===== config.mk =====
export PLATFORM = sky130hd
export DESIGN_NAME = fft_frame_serializer
export DESIGN_NICKNAME = d
export VERILOG_FILES = /design/src/rtl/fft_pkg.sv /design/src/rtl/fft_frame_serializer.sv
export SDC_FILE = /design/constraint.sdc
export NUM_CORES = 1
export LEC_CHECK = 0
export CAP_MARGIN = 5
export CORE_ASPECT_RATIO = 1.4
export CORE_MARGIN = 3
export CORE_UTILIZATION = 40
export DETAILED_ROUTE_END_ITERATION = 8
export HOLD_SLACK_MARGIN = 0.15
export MAX_ROUTING_LAYER = met4
export PLACE_DENSITY = 0.66
export SYNTH_ARGS = -nofsm -noshare
export SYNTH_HDL_FRONTEND = slang
export SYNTH_SLANG_ARGS = --single-unit
export TNS_END_PERCENT = 20

===== constraint.sdc =====
create_clock -name clk -period 5 [get_ports clk]
set_input_delay 1.25 -clock clk [delete_from_list [all_inputs] [get_ports clk]]
set_output_delay 1.25 -clock clk [all_outputs]
set_load 0.005 [all_outputs]

===== src/rtl/fft_pkg.sv =====
// rtl/fft_pkg.sv - shared state type and bit-reversal helper for the FFT frame serializer
package fft_pkg;

  typedef enum logic {
    IDLE   = 1'b0,
    STREAM = 1'b1
  } state_t;

  // Reverse the low `width` bits of k; bits above `width` come back as zero.
  function automatic logic [31:0] bit_rev(input logic [31:0] k, input int width);
    logic [31:0] src;
    logic [31:0] r;
    src = k;
    r   = '0;
    for (int i = 0; i < width; i++) begin
      r   = {r[30:0], src[0]};
      src = {1'b0, src[31:1]};
    end
    return r;
  endfunction

endpackage


===== src/rtl/fft_frame_serializer.sv =====
// rtl/fft_frame_serializer.sv - captures a parallel FFT frame and streams it point by point
module fft_frame_serializer
  import fft_pkg::*;
#(
  parameter int DATA_WIDTH  = 8,
  parameter int N_LOG2      = 4,
  parameter int BIT_REVERSE = 1
) (
  input  logic                  clk,
  input  logic                  rst_n,
  input  logic                  frame_valid_i,
  output logic                  frame_ready_o,
  input  logic [DATA_WIDTH-1:0] frame_i [(1<<N_LOG2)],
  output logic                  out_valid_o,
  input  logic                  out_ready_i,
  output logic [DATA_WIDTH-1:0] out_data_o,
  output logic [N_LOG2-1:0]     out_index_o,
  output logic                  out_last_o
);

  localparam int N = 1 << N_LOG2;
  localparam logic [N_LOG2-1:0] LAST = '1;

  state_t                  state;
  logic [N_LOG2-1:0]       count;
  logic [N_LOG2-1:0]       count_nxt;
  logic [DATA_WIDTH-1:0]   buffer [N];
  logic                    accept;

  // Beat position to frame index: bit-reversed or natural order.
  function automatic logic [N_LOG2-1:0] map(input logic [N_LOG2-1:0] k);
    logic [31:0] w;
    w = 32'(k);
    if (BIT_REVERSE != 0) w = bit_rev(w, N_LOG2);
    return w[N_LOG2-1:0];
  endfunction

  assign count_nxt   = count + 1'b1;
  assign out_last_o  = out_valid_o && (count == LAST);
  assign out_index_o = map(count);

  // Ready in IDLE, or on the final beat so the next frame follows without a bubble.
  assign frame_ready_o = (state == IDLE) || (out_valid_o && out_ready_i && out_last_o);
  assign accept        = frame_valid_i && frame_ready_o;

  // Frame buffer only changes on acceptance; later reads see the captured copy.
  always_ff @(posedge clk or negedge rst_n) begin
    if (!rst_n) begin
      for (int i = 0; i < N; i++) buffer[i] <= '0;
    end else if (accept) begin
      for (int i = 0; i < N; i++) buffer[i] <= frame_i[i];
    end
  end

  // Control FSM with registered point output; first point bypasses the buffer for 1-cycle latency.
  always_ff @(posedge clk or negedge rst_n) begin
    if (!rst_n) begin
      state       <= IDLE;
      count       <= '0;
      out_valid_o <= 1'b0;
      out_data_o  <= '0;
    end else if (accept) begin
      state       <= STREAM;
      count       <= '0;
      out_valid_o <= 1'b1;
      out_data_o  <= frame_i[map('0)];
    end else if (state == STREAM && out_valid_o && out_ready_i) begin
      if (count == LAST) begin
        state       <= IDLE;
        out_valid_o <= 1'b0;
      end else begin
        count       <= count_nxt;
        out_data_o  <= buffer[map(count_nxt)];
      end
    end
  end

endmodule


==> impl_metrics.py, run 1 <==
metrics = {
    "finish": {
        "seq_area_mm2": 0.003528,
        "antenna_cells": 0,
        "drive_gt1_frac": 0.3227,
        "final_nets": 715,
        "syn_to_final_growth_pct": 34.16,
        "multi_input_area_mm2": 0.002816,
        "layout.filler_cells": 1341,
    },
    "sta": {
        "setup_ws_ps": 992.1,
        "setup_viol": 0,
        "max_freq_mhz": 249.5,
        "relSlewSlack": 0.2809,
        "tns_ps": 0,
        "rsz0062_at_grt": "no",
        "hold_ws_ps": 501.9,
        "drv_slew": 0,
        "post-route-period-util": 0.8016,
        "finalCriticalPeriod_ps": 4008,
        "hold_viol": 0,
        "worstMarginPinSlew_ps": 1079,
        "finClkSkew_ps": 6.108,
    },
    "synthesis": {
        "synthDistinctLibCells": 42,
        "ys_ff_latch": 141,
        "synth_most_common_cell": "dfrtp_1",
        "syn-num-nets": 571,
        "async_flop_share": 1.000,
        "netlist_top_cells_count": "dfrtp_1, mux2_2, mux2i_1, nand2_1, mux4_2",
        "ys_seq_area_frac": 0.5436,
        "syn_avg_cell_area_um2": 14.82,
        "synth.area.top_cells": "dfrtp_1, mux2_2, mux2i_1, mux4_2, nand2_1",
        "synth_top_area_frac": 0.5436,
        "yosysTopAreaCell": "dfrtp_1",
        "syn_inst": 438,
        "synth_warnings": 0,
        "synth_flop_cell": "dfrtp_1",
        "synth_area_mm2": 0.006491,
        "synth_edf_count": 0,
    },
    "floorplanning": {
        "dieArea_mm2": 0.01781,
        "core_mm2": 0.01574,
        "die_y_um": 156.7,
        "ios": 147,
        "die_w_um": 113.7,
        "rows": 54,
        "initial_core_util": 0.4123,
    },
    "pwr": {
        "p_total_uw": 5432,
        "power_density_mw_per_mm2": 623.8,
        "leakagePower_uw": 0.003703,
        "ir_worst_vdd_mv": 0.3402,
    },
    "clock_network": {
        "cts_tree": "built",
        "clk-insertion-delay-late_ps": 410,
        "clock-sinks": 141,
        "clk_pin_slew_ps": 60,
        "h-tree-depth": 4,
        "cts_made_buffers": 17,
        "cts.repair.resized": 0,
        "cts_setup_buffers": 0,
        "cts_root_buf": "clkbuf_16",
        "cts_max_path_buffers": 2,
        "postCtsHoldBufs": 0,
    },
    "setup_path": {
        "cp_common_cell": "clkdlybuf4s50_1",
        "path_max_fanout": 6,
        "slowest_stage": "clkdlybuf4s50_1",
        "rr_startpoint": "count[3]",
        "slowest_delay_ps": 580,
        "path_cells": "clkdlybuf4s50_1 > nand4_1 > nand2_1 > clkdlybuf4s50_1",
        "startpoint": "out_ready_i",
        "critical_path_class": "in -> out",
        "arrival_ps": 2760,
        "crit_path_start_kind": "input pin",
        "cp_top_family": "buffers and inverters",
        "crit_buf_inv": 2,
        "endpoint_kind": "output pin",
        "worst_ep_required_time_ps": 3750,
    },
    "drt": {
        "wire_per_inst_um": 19.55,
        "vias": 4135,
        "firstDrtPassIters": 4,
        "drtIter0Drc": 148,
        "viasPerCell": 5.228,
        "routed_wl_um": 15460,
        "drcViolationCount": 0,
        "ant_nets": 0,
    },
    "global_routing": {
        "antenna_found_initial": 0,
        "grt_pass1_vias": 4547,
        "grt_first_pass_wirelength_um": 24230,
        "track_usage": 0.1846,
        "gr-total-overflow": 0,
        "grt_max_degree": 119,
    },
    "run_status": {
        "status": "completed",
    },
    "placement": {
        "place.gp.congestion": 0.7567,
        "pre_cts_slack_ps": 997.9,
        "io_buffers": 146,
        "hpwl_um": 11180,
    },
    "worst_hold_path": {
        "hp-class": "reg -> reg",
        "hold_start": "buffer[102]",
    },
    "job": {
        "cap_violations": 0,
    },
}
-- worst register-to-register path, cell delays in order (launching register included) --
cell and delay, ps:
dfrtp_1 900, xor2_4 600, buf_4 410, mux4_1 660, nand2_1 100, nand4_1 80
-- cells by family after synthesis --
| kind of cell | Yosys count | share of synthesized area |
|---|---|---|
| buffers and inverters | 30 | 0.02602 |
| adders and majority gates | 1 | 0.001927 |
| muxes | 189 | 0.3497 |
| xor gates and xnor gates | 4 | 0.009447 |
| DFF | 141 | 0.5436 |
| and+or+nand+nor | 39 | 0.02930 |
| AOI/OAI and AO/OA | 34 | 0.04009 |
-- flip-flops by register name (all words and copies together) (netlist names) --
name / count
count: 4
state: 1
out_data_o: 8
buffer: 128
-- where the power goes --
part           total (µW)  switching, µW  leakage [µW]  internal, µW
Clock                1280            466      0.000294           810
Combinational        2150            901       0.00168          1240
Sequential           2010            318       0.00172          1690
-- per-stage QoR --
stage,utilization,std cells,instance area (µm²)
floorplan,-,438,6491
global placement,0.5149,759,8105
detailed placement,0.5149,759,8105
CTS,0.5532,791,8708
global route,0.5532,791,8708
finish,0.5532,791,8708
-- final timing paths --
check,cells after the start,to,slack (ps)
worst min-delay path,1,buffer[102],500
worst max register to register,5,out_data_o[0],2110
max in group asynchronous,2,buffer[37],3020
worst max-delay path,4,frame_ready_o,990
min in group asynchronous,1,buffer[55],990
worst min register to register,1,buffer[102],500
-- layout make-up --
class | instances | share of cell area
clock inverter | 10 | 0.01595
inverter | 4 | 0.001724
sequential | 141 | 0.4052
clock buffer | 22 | 0.05330
timing repair buffer | 151 | 0.1723
tap | 196 | 0.02816
multi-input combinational | 267 | 0.3234
-- placed cells by master (no fill, tap or decap), types with 4 or more instances in the layout --
| cell type | count |
|---|---|
| buf_4 | 5 |
| a21boi_0 | 4 |
| dfrtp_1 | 141 |
| inv_1 | 4 |
| clkbuf_16 | 17 |
| clkdlybuf4s50_1 | 145 |
| mux2i_1 | 37 |
| o22ai_1 | 4 |
| mux4_2 | 14 |
| a221oi_1 | 4 |
| nand4_1 | 6 |
| o211ai_1 | 9 |
| mux2_2 | 136 |
| nand2_1 | 20 |
-- layer usage --
layer | up-vias | wire (µm) | global-route usage
li1 | 1914 | - | -
met5 | - | 0 | -
met4 | 0 | 222 | 0.05556
met3 | 16 | 622 | 0.03830
met2 | 89 | 8360 | 0.3176
met1 | 2116 | 6258 | 0.2172
Power figures use the tool's default switching activity.
==> inputs of run 2 (changes only) <==
==> constraint.sdc (replaced) <==
create_clock -name clk -period 3.9 [get_ports clk]
set_input_delay 0.975 -clock clk [delete_from_list [all_inputs] [get_ports clk]]
set_output_delay 0.975 -clock clk [all_outputs]
set_load 0.005 [all_outputs]
==> run 2 against run 1 <==
Effect of this change:
- via count is 0.34% higher
- power rose by 25%
- sequential share of layout area rose by 0.13 points
- sequential power grew 27%
- hold slack lost 2.7 ps
- largest cell class unchanged
==> impl_metrics.py, run 2 (synthesized netlist as in run 1, its figures left out) <==
metrics = {
    "global_routing": {
        "track_usage": 0.1831,
        "use_met3": 0.04062,
        "grt_first_pass_wirelength_um": 23930,
        "met2_usage": 0.3081,
        "met1_usage": 0.2186,
        "grt_pass1_vias": 4558,
        "antenna_found_initial": 0,
        "grt_busiest_layer": "met2",
        "gr-total-overflow": 0,
        "grt_max_degree": 107,
    },
    "clock_network": {
        "cts_made_buffers": 17,
        "postCtsHoldBufs": 0,
        "clk_pin_slew_ps": 50,
        "cts.repair.resized": 0,
        "h-tree-depth": 4,
        "cts_root_buf": "clkbuf_16",
        "cts_max_path_buffers": 2,
        "clk-insertion-delay-late_ps": 410,
        "cts_tree": "built",
        "clock-sinks": 141,
        "cts_setup_buffers": 0,
    },
    "sta": {
        "finClkSkew_ps": 6.770,
        "max_freq_mhz": 294.4,
        "worstMarginPinSlew_ps": 973.5,
        "tns_ps": 0,
        "setup_viol": 0,
        "relSlewSlack": 0.3510,
        "post-route-period-util": 0.8711,
        "drv_slew": 0,
        "hold_viol": 0,
        "finalCriticalPeriod_ps": 3397,
        "rsz0062_at_grt": "no",
    },
    "drt": {
        "ant_nets": 0,
        "drcViolationCount": 0,
        "routed_wl_um": 15240,
        "drtIter0Drc": 165,
        "vias": 4149,
        "firstDrtPassIters": 4,
        "wire_per_inst_um": 19.27,
        "viasPerCell": 5.245,
    },
    "finish": {
        "drive_gt1_frac": 0.3244,
        "antenna_cells": 0,
        "layout_common_cells": "clkdlybuf4s50_1, dfrtp_1, mux2_2",
        "syn_to_final_growth_pct": 33.71,
        "layout_commonest_cell": "clkdlybuf4s50_1",
        "layout.filler_cells": 1335,
        "reg.largest.list": "buffer: 128 flops, out_data_o: 8 flops, count: 4 flops",
        "final_nets": 718,
        "fin_util": 0.5513,
        "finalInstanceArea_mm2": 0.008680,
        "largest_reg_flops": 128,
        "regMostFlops": "buffer",
    },
    "floorplanning": {
        "initial_core_util": 0.4123,
        "dieArea_mm2": 0.01781,
        "rows": 54,
        "ios": 147,
        "core_mm2": 0.01574,
        "die_w_um": 113.7,
        "die_y_um": 156.7,
    },
    "job": {
        "cap_violations": 0,
    },
    "pwr": {
        "leakagePower_uw": 0.003688,
        "ir_worst_vdd_mv": 0.3622,
        "p_total_uw": 6808,
        "power_density_mw_per_mm2": 784.4,
    },
    "setup_path": {
        "arrival_ps": 2420,
        "endpoint_kind": "output pin",
        "critical_path_class": "in -> out",
        "crit_path_start_kind": "input pin",
        "path_max_fanout": 6,
        "worst_ep_required_time_ps": 2920,
    },
    "worst_hold_path": {
        "hp-class": "reg -> reg",
    },
    "placement": {
        "dpl_cell_area_mm2": 0.008153,
        "place.gp.congestion": 0.7952,
        "io_buffers": 146,
        "hpwl_um": 11150,
    },
    "run_status": {
        "status": "completed",
    },
}
[run 2: cell count changes in the layout (fill, tap and decap cells not counted), sizes merged]
cell,previous run,this run
bufinv,3,0
buf,6,9
clkinv,6,4
clkbuf,22,23
clkinvlp,1,2
[run 2: critical path, cell delays in order]
cell and delay, ps:
clkdlybuf4s50_1 570, nand4_1 210, nand2_1 160, clkdlybuf4s50_1 510
[run 2: stage by stage]
step / hold WS [ps] / std cells / setup WS, ps
3_5_place_dp: 491.6 / 762 / 517.4
4_1_cts: 505.0 / 791 / 511.2
6_report: 499.2 / 791 / 502.9
5_1_grt: 512.1 / 791 / 361.3
2_1_floorplan: 472.0 / 438 / 1485
3_3_place_gp: 483.5 / 762 / 548.3
[run 2: cell type report]
type | count | area (µm²) | area share
sequential | 141 | 3528 | 0.4065
multi-input combinational | 267 | 2816 | 0.3245
timing repair buffer | 154 | 1548 | 0.1783
clock buffer | 23 | 488.0 | 0.05622
tap | 196 | 245.2 | 0.02825
clock inverter | 6 | 38.79 | 0.004469
inverter | 4 | 15.01 | 0.001730
[run 2: final timing paths]
check / from / to / slack [ps] / depth (start not counted)
setup / recovery: out_ready_i / frame_ready_o / 500 / 4
hold / removal: buffer[28] / buffer[28] / 500 / 1
setup reg to reg: count[0] / out_data_o[3] / 1090 / 7
hold reg to reg: buffer[28] / buffer[28] / 500 / 1
max in group asynchronous: rst_n / buffer[37] / 2360 / 2
min in group asynchronous: rst_n / buffer[39] / 680 / 1
[run 2: layer usage]
| layer | up-vias | part of all wire |
|---|---|---|
| met1 | 2100 | 0.40 |
| met3 | 18 | 0.046 |
| met4 | 0 | 0.017 |
| li1 | 1922 | - |
| met2 | 109 | 0.54 |
| met5 | - | 0 |
[run 2: power by group]
group          internal (µW)  switching, µW
clock network            866            570
logic                   1630           1200
registers               2170            374
total                   4670           2140
==> inputs of run 3 (changes only) <==
--- a/config.mk
+++ b/config.mk
@@ -8,11 +8,11 @@
 export CAP_MARGIN = 5
 export CORE_ASPECT_RATIO = 1.4
 export CORE_MARGIN = 3
-export CORE_UTILIZATION = 40
+export CORE_UTILIZATION = 24
 export DETAILED_ROUTE_END_ITERATION = 8
 export HOLD_SLACK_MARGIN = 0.15
 export MAX_ROUTING_LAYER = met4
-export PLACE_DENSITY = 0.66
+export SETUP_SLACK_MARGIN = 0.15
 export SYNTH_ARGS = -nofsm -noshare
 export SYNTH_HDL_FRONTEND = slang
 export SYNTH_SLANG_ARGS = --single-unit
==> constraint.sdc (replaced) <==
create_clock -name clk -period 3.7 [get_ports clk]
set_input_delay 0.925 -clock clk [delete_from_list [all_inputs] [get_ports clk]]
set_output_delay 0.925 -clock clk [all_outputs]
set_load 0.005 [all_outputs]
==> run 3 against run 2 <==
Effect of this change:
- setup slack got worse by 140 ps
- sequential power is 7% higher
- clock skew decreased by 0.58 ps
- combinational power rose by 6%
- critical endpoint unchanged
- design area is 3.1% higher
- first-iteration DRC count decreased by 6.7%
- wire length increased by 14%
- clock-buffer cell count fell by 6
==> impl_metrics.py, run 3 (synthesized netlist as in run 1, its figures left out) <==
metrics = {
    "placement": {
        "io_buffers": 146,
        "hpwl_um": 12850,
        "place.gp.congestion": 0.7364,
        "dp.cells": 928,
    },
    "pwr": {
        "leakagePower_uw": 0.003712,
        "p_total_uw": 7312,
        "power_density_mw_per_mm2": 817.1,
        "ir_worst_vdd_mv": 0.3463,
    },
    "clock_network": {
        "cts_tree": "built",
        "cts_setup_buffers": 0,
        "cts_max_path_buffers": 2,
        "cts.repair.resized": 0,
        "cts_made_buffers": 17,
        "postCtsHoldBufs": 0,
        "clock-sinks": 141,
        "cts_root_buf": "clkbuf_16",
        "h-tree-depth": 4,
        "clk-insertion-delay-late_ps": 430,
        "clk_pin_slew_ps": 60,
    },
    "floorplanning": {
        "rows": 70,
        "core_mm2": 0.02636,
        "die_y_um": 200.6,
        "dieArea_mm2": 0.02908,
        "ios": 147,
        "die_w_um": 145.0,
        "initial_core_util": 0.2462,
    },
    "global_routing": {
        "antenna_found_initial": 0,
        "gr-total-overflow": 0,
        "grt_first_pass_wirelength_um": 26890,
        "grt_pass1_vias": 4581,
        "track_usage": 0.1252,
        "grt_max_degree": 79,
    },
    "finish": {
        "layout_commonest_cell": "clkdlybuf4s50_1",
        "syn_to_final_growth_pct": 37.86,
        "regMostFlops": "buffer",
        "fin_cells": 960,
        "antenna_cells": 0,
        "largest_reg_flops": 128,
        "final_nets": 720,
        "reg.largest.list": "buffer: 128 flops, out_data_o: 8 flops, count: 4 flops",
        "layout_common_cells": "clkdlybuf4s50_1, dfrtp_1, mux2_2",
        "drive_gt1_frac": 0.3333,
    },
    "drt": {
        "drtIter0Drc": 154,
        "vias": 4212,
        "ant_nets": 0,
        "firstDrtPassIters": 5,
        "drcViolationCount": 0,
        "wire_per_inst_um": 18.05,
        "viasPerCell": 4.388,
        "routed_wl_um": 17330,
    },
    "setup_path": {
        "path_max_fanout": 6,
        "critical_path_class": "in -> out",
        "crit_path_start_kind": "input pin",
        "worst_ep_required_time_ps": 2770,
        "endpoint_kind": "output pin",
        "arrival_ps": 2410,
    },
    "sta": {
        "post-route-period-util": 0.9012,
        "max_freq_mhz": 299.9,
        "worstMarginPinSlew_ps": 848.2,
        "tns_ps": 0,
        "relSlewSlack": 0.4345,
        "rsz0062_at_grt": "no",
        "finClkSkew_ps": 6.193,
        "finalCriticalPeriod_ps": 3335,
        "hold_viol": 0,
        "drv_slew": 0,
        "setup_viol": 0,
    },
    "job": {
        "cap_violations": 0,
    },
    "worst_hold_path": {
        "hp-class": "reg -> reg",
    },
    "run_status": {
        "status": "completed",
    },
}
## run 3: cell count changes in the layout (fill, tap and decap cells not counted), sizes merged
cell	delta
clkbuf	-6
clkinv	+5
buf	+2
clkinvlp	+2
bufinv	+1
inv	+1
## run 3: power breakdown
part	switching, µW	internal [µW]
Combinational	1250	1740
Sequential	433	2290
Clock	680	919
## run 3: worst max-delay path, stage by stage
cell and delay [ps]:
clkdlybuf4s50_1 570, nand4_1 210, nand2_1 190, clkdlybuf4s50_1 510
## run 3: cell type report
type                       count  area, µm²
timing repair buffer         156       1588
tap                          360      450.4
multi-input combinational    267       2816
sequential                   141       3528
fill                        2630      17410
inverter                       4      15.01
clock inverter                15      125.1
clock buffer                  17      425.4
## run 3: final timing paths
path	startpoint	endpoint	slack (ps)	depth (start not counted)
max in group asynchronous	rst_n	buffer[127]	2300	2
worst max-delay path	out_ready_i	frame_ready_o	370	4
min in group asynchronous	rst_n	buffer[18]	520	1
worst max register to register	count[3]	out_data_o[2]	1040	5
worst min-delay path	buffer[120]	buffer[120]	500	1
worst min register to register	buffer[120]	buffer[120]	500	1
## run 3: stage by stage
stage	hold WS (ps)	setup slack [ps]	util	instance area, µm²
finish	500.0	365.5	0.3394	8949
global route	509.3	266.8	0.3394	8949
CTS	502.5	372.8	0.3394	8949
detailed placement	487.4	379.6	0.3186	8398
global placement	484.6	418.5	0.3186	8398
floorplan	472.0	1335	-	6491
## run 3: routing by layer
metal | up-vias | GRT usage | wire (µm)
met5 | - | - | 0
met4 | 0 | 0.04992 | 360
met3 | 21 | 0.02687 | 643
met2 | 95 | 0.2196 | 9441
met1 | 2155 | 0.1388 | 6885
li1 | 1941 | - | -
==> variant: new RTL, flow settings as in run 1 <==
Set the parameter `N_LOG2` to 5 (it was 4).
--- a/src/rtl/fft_frame_serializer.sv
+++ b/src/rtl/fft_frame_serializer.sv
@@ -5,3 +5,3 @@
   parameter int DATA_WIDTH  = 8,
-  parameter int N_LOG2      = 4,
+  parameter int N_LOG2      = 5,
   parameter int BIT_REVERSE = 1
Ports: changed (resized frame_i and out_index_o); port bits go from 147 to 276. The function was not compared with the original's and may differ.
==> variant against run 1 <==
- setup slack better by 0.077 ns
- sequential cell count up 129
- power up 27%
- final cell count rose to 2.5 times the old value
- wire length up 140%
- via count up 150%
- cell area up 90%
- area after synthesis up 93%
- clock skew up 0.0036 ns
- global-route usage up 4.0 points
- critical endpoint unchanged
- largest cell class unchanged
- largest power group is now registers
==> variant: results (changes against run 1) <==
| Metric | Value |
|---|---|
| Outcome | finished, final reports clean |
| Port Buffer Count | 275 (+88%) |
| Largest regs | buffer: 256 flops, out_data_o: 8 flops, count: 5 flops |
| Initial DRC Count | 546 (+270%) |
| Worst VDD drop | 201 uV (-41%) |
| Adder-cell share of the synthesized area | 0.200% (+0.0071 points) |
| GP Congestion | 0.819 (+8.2%) |
| Post-route clock skew | 0.00966 ns (+0.00356 ns) |
| Cell family with most CP delay | buffers and inverters |
| Layout cells sized above 1 | 7.11% (-25 points) |
| Syn nets | 1,616 (+180%) |
| HPWL Detailed | 26,500 um (+140%) |
| Vias in the first global route | 10,600 (+130%) |
| Worst Tran Pin Value | 0.858 ns (-0.221 ns) |
| GR Util All Layers | 22.5% (+4.0 points) |
| Cell count after synthesis | 1,354 (+210%) |
| FILL cells | 2,828 (+110%) |
| Synth Area in XOR/XNOR | 0.420% (-0.52 points) |
| Static Leak | 0.00820 uW (+120%) |
| HP Start | buffer[149] |
| Placed Cells | 1,956 (+160%) |
| Ranking of synthesized cells by area | dfrtp_1, nand2_1, mux4_2 |
| Crit Reg-Reg Startpoint | count[1] |
| Max stage delay on crit path | 0.64 ns (+0.06 ns) |
| Htree depth | 1 (-3) |
| CP max FO | 9 (+3) |
| Post-synthesis mux area share | 12.3% (-23 points) |
| First-pass GRT wire length | 57,900 um (+140%) |
| Most frequent cells after synthesis | nand2_1, dfrtp_1, clkbuf_1 |
| Vias per inst | 5.06 (-3.3%) |
| Largest net degree at the start of global routing | 166 (+39%) |
| Initial antenna violation count | 5 (+5) |
| Crit path DAT | 2.68 ns (-0.08 ns) |
| Avg WL per Cell | 18.3 um (-6.4%) |
[variant: stage by stage]
stage                     area [um^2]  power (uW)  util [%]  hold slack (ns)  setup WS, ns
after floorplan                 12500        3970         -            0.437          2.11
after global placement          15600        4800      50.6            0.450          1.08
after detailed placement        15600        4830      50.6            0.454          1.08
after CTS                       16600        7010      53.7            0.469          1.07
after global routing            16600        7280      53.8            0.485         0.988
final                           16600        6920      53.8            0.466          1.07
[variant: worst reg2reg max path, stage by stage (launching register included)]
cell,delay [ns]
dfrtp_1,0.43
ha_1,0.34
and3_2,0.26
ha_2,0.90
buf_4,0.40
mux4_2,0.58
nand2_1,0.14
a31oi_1,0.10
nand4_1,0.13
nand3_1,0.08
[variant: final timing paths]
path / end / slack, ns / cells after the start
max: frame_ready_o / 1.07 / 4
min: buffer[149] / 0.47 / 2
max reg2reg: out_data_o[1] / 1.52 / 9
min reg2reg: buffer[149] / 0.47 / 2
max in group asynchronous: buffer[24] / 3.07 / 2
min in group asynchronous: buffer[45] / 0.72 / 1
[variant: layout make-up]
type / count / area, um^2 / area share [%]
flip-flops and latches: 270 / 6760 / 40.8
multi-input cells: 997 / 5370 / 32.4
repair buffers: 295 / 2960 / 17.9
clock buffers: 42 / 865 / 5.22
well taps: 390 / 488 / 2.95
clock inverters: 9 / 100 / 0.604
inverters: 4 / 15.0 / 0.0906
diodes: 5 / 12.5 / 0.0755
[variant: layer usage]
metal | global-route usage (%) | wire, um
met2 | 38.9 | 19300
met3 | 2.60 | 1860
met5 | - | 0
met1 | 27.6 | 14500
met4 | 6.92 | 1180
[variant: power by group through the flow]
stage                     Combinational, uW  Clock [uW]  Sequential, uW
final                                  2140        2150            2640
after global routing                   2310        2290            2670
after CTS                              2170        2210            2640
after detailed placement               2160           0            2680
after global placement                 2140           0            2660
after floorplan                        1350           0            2620
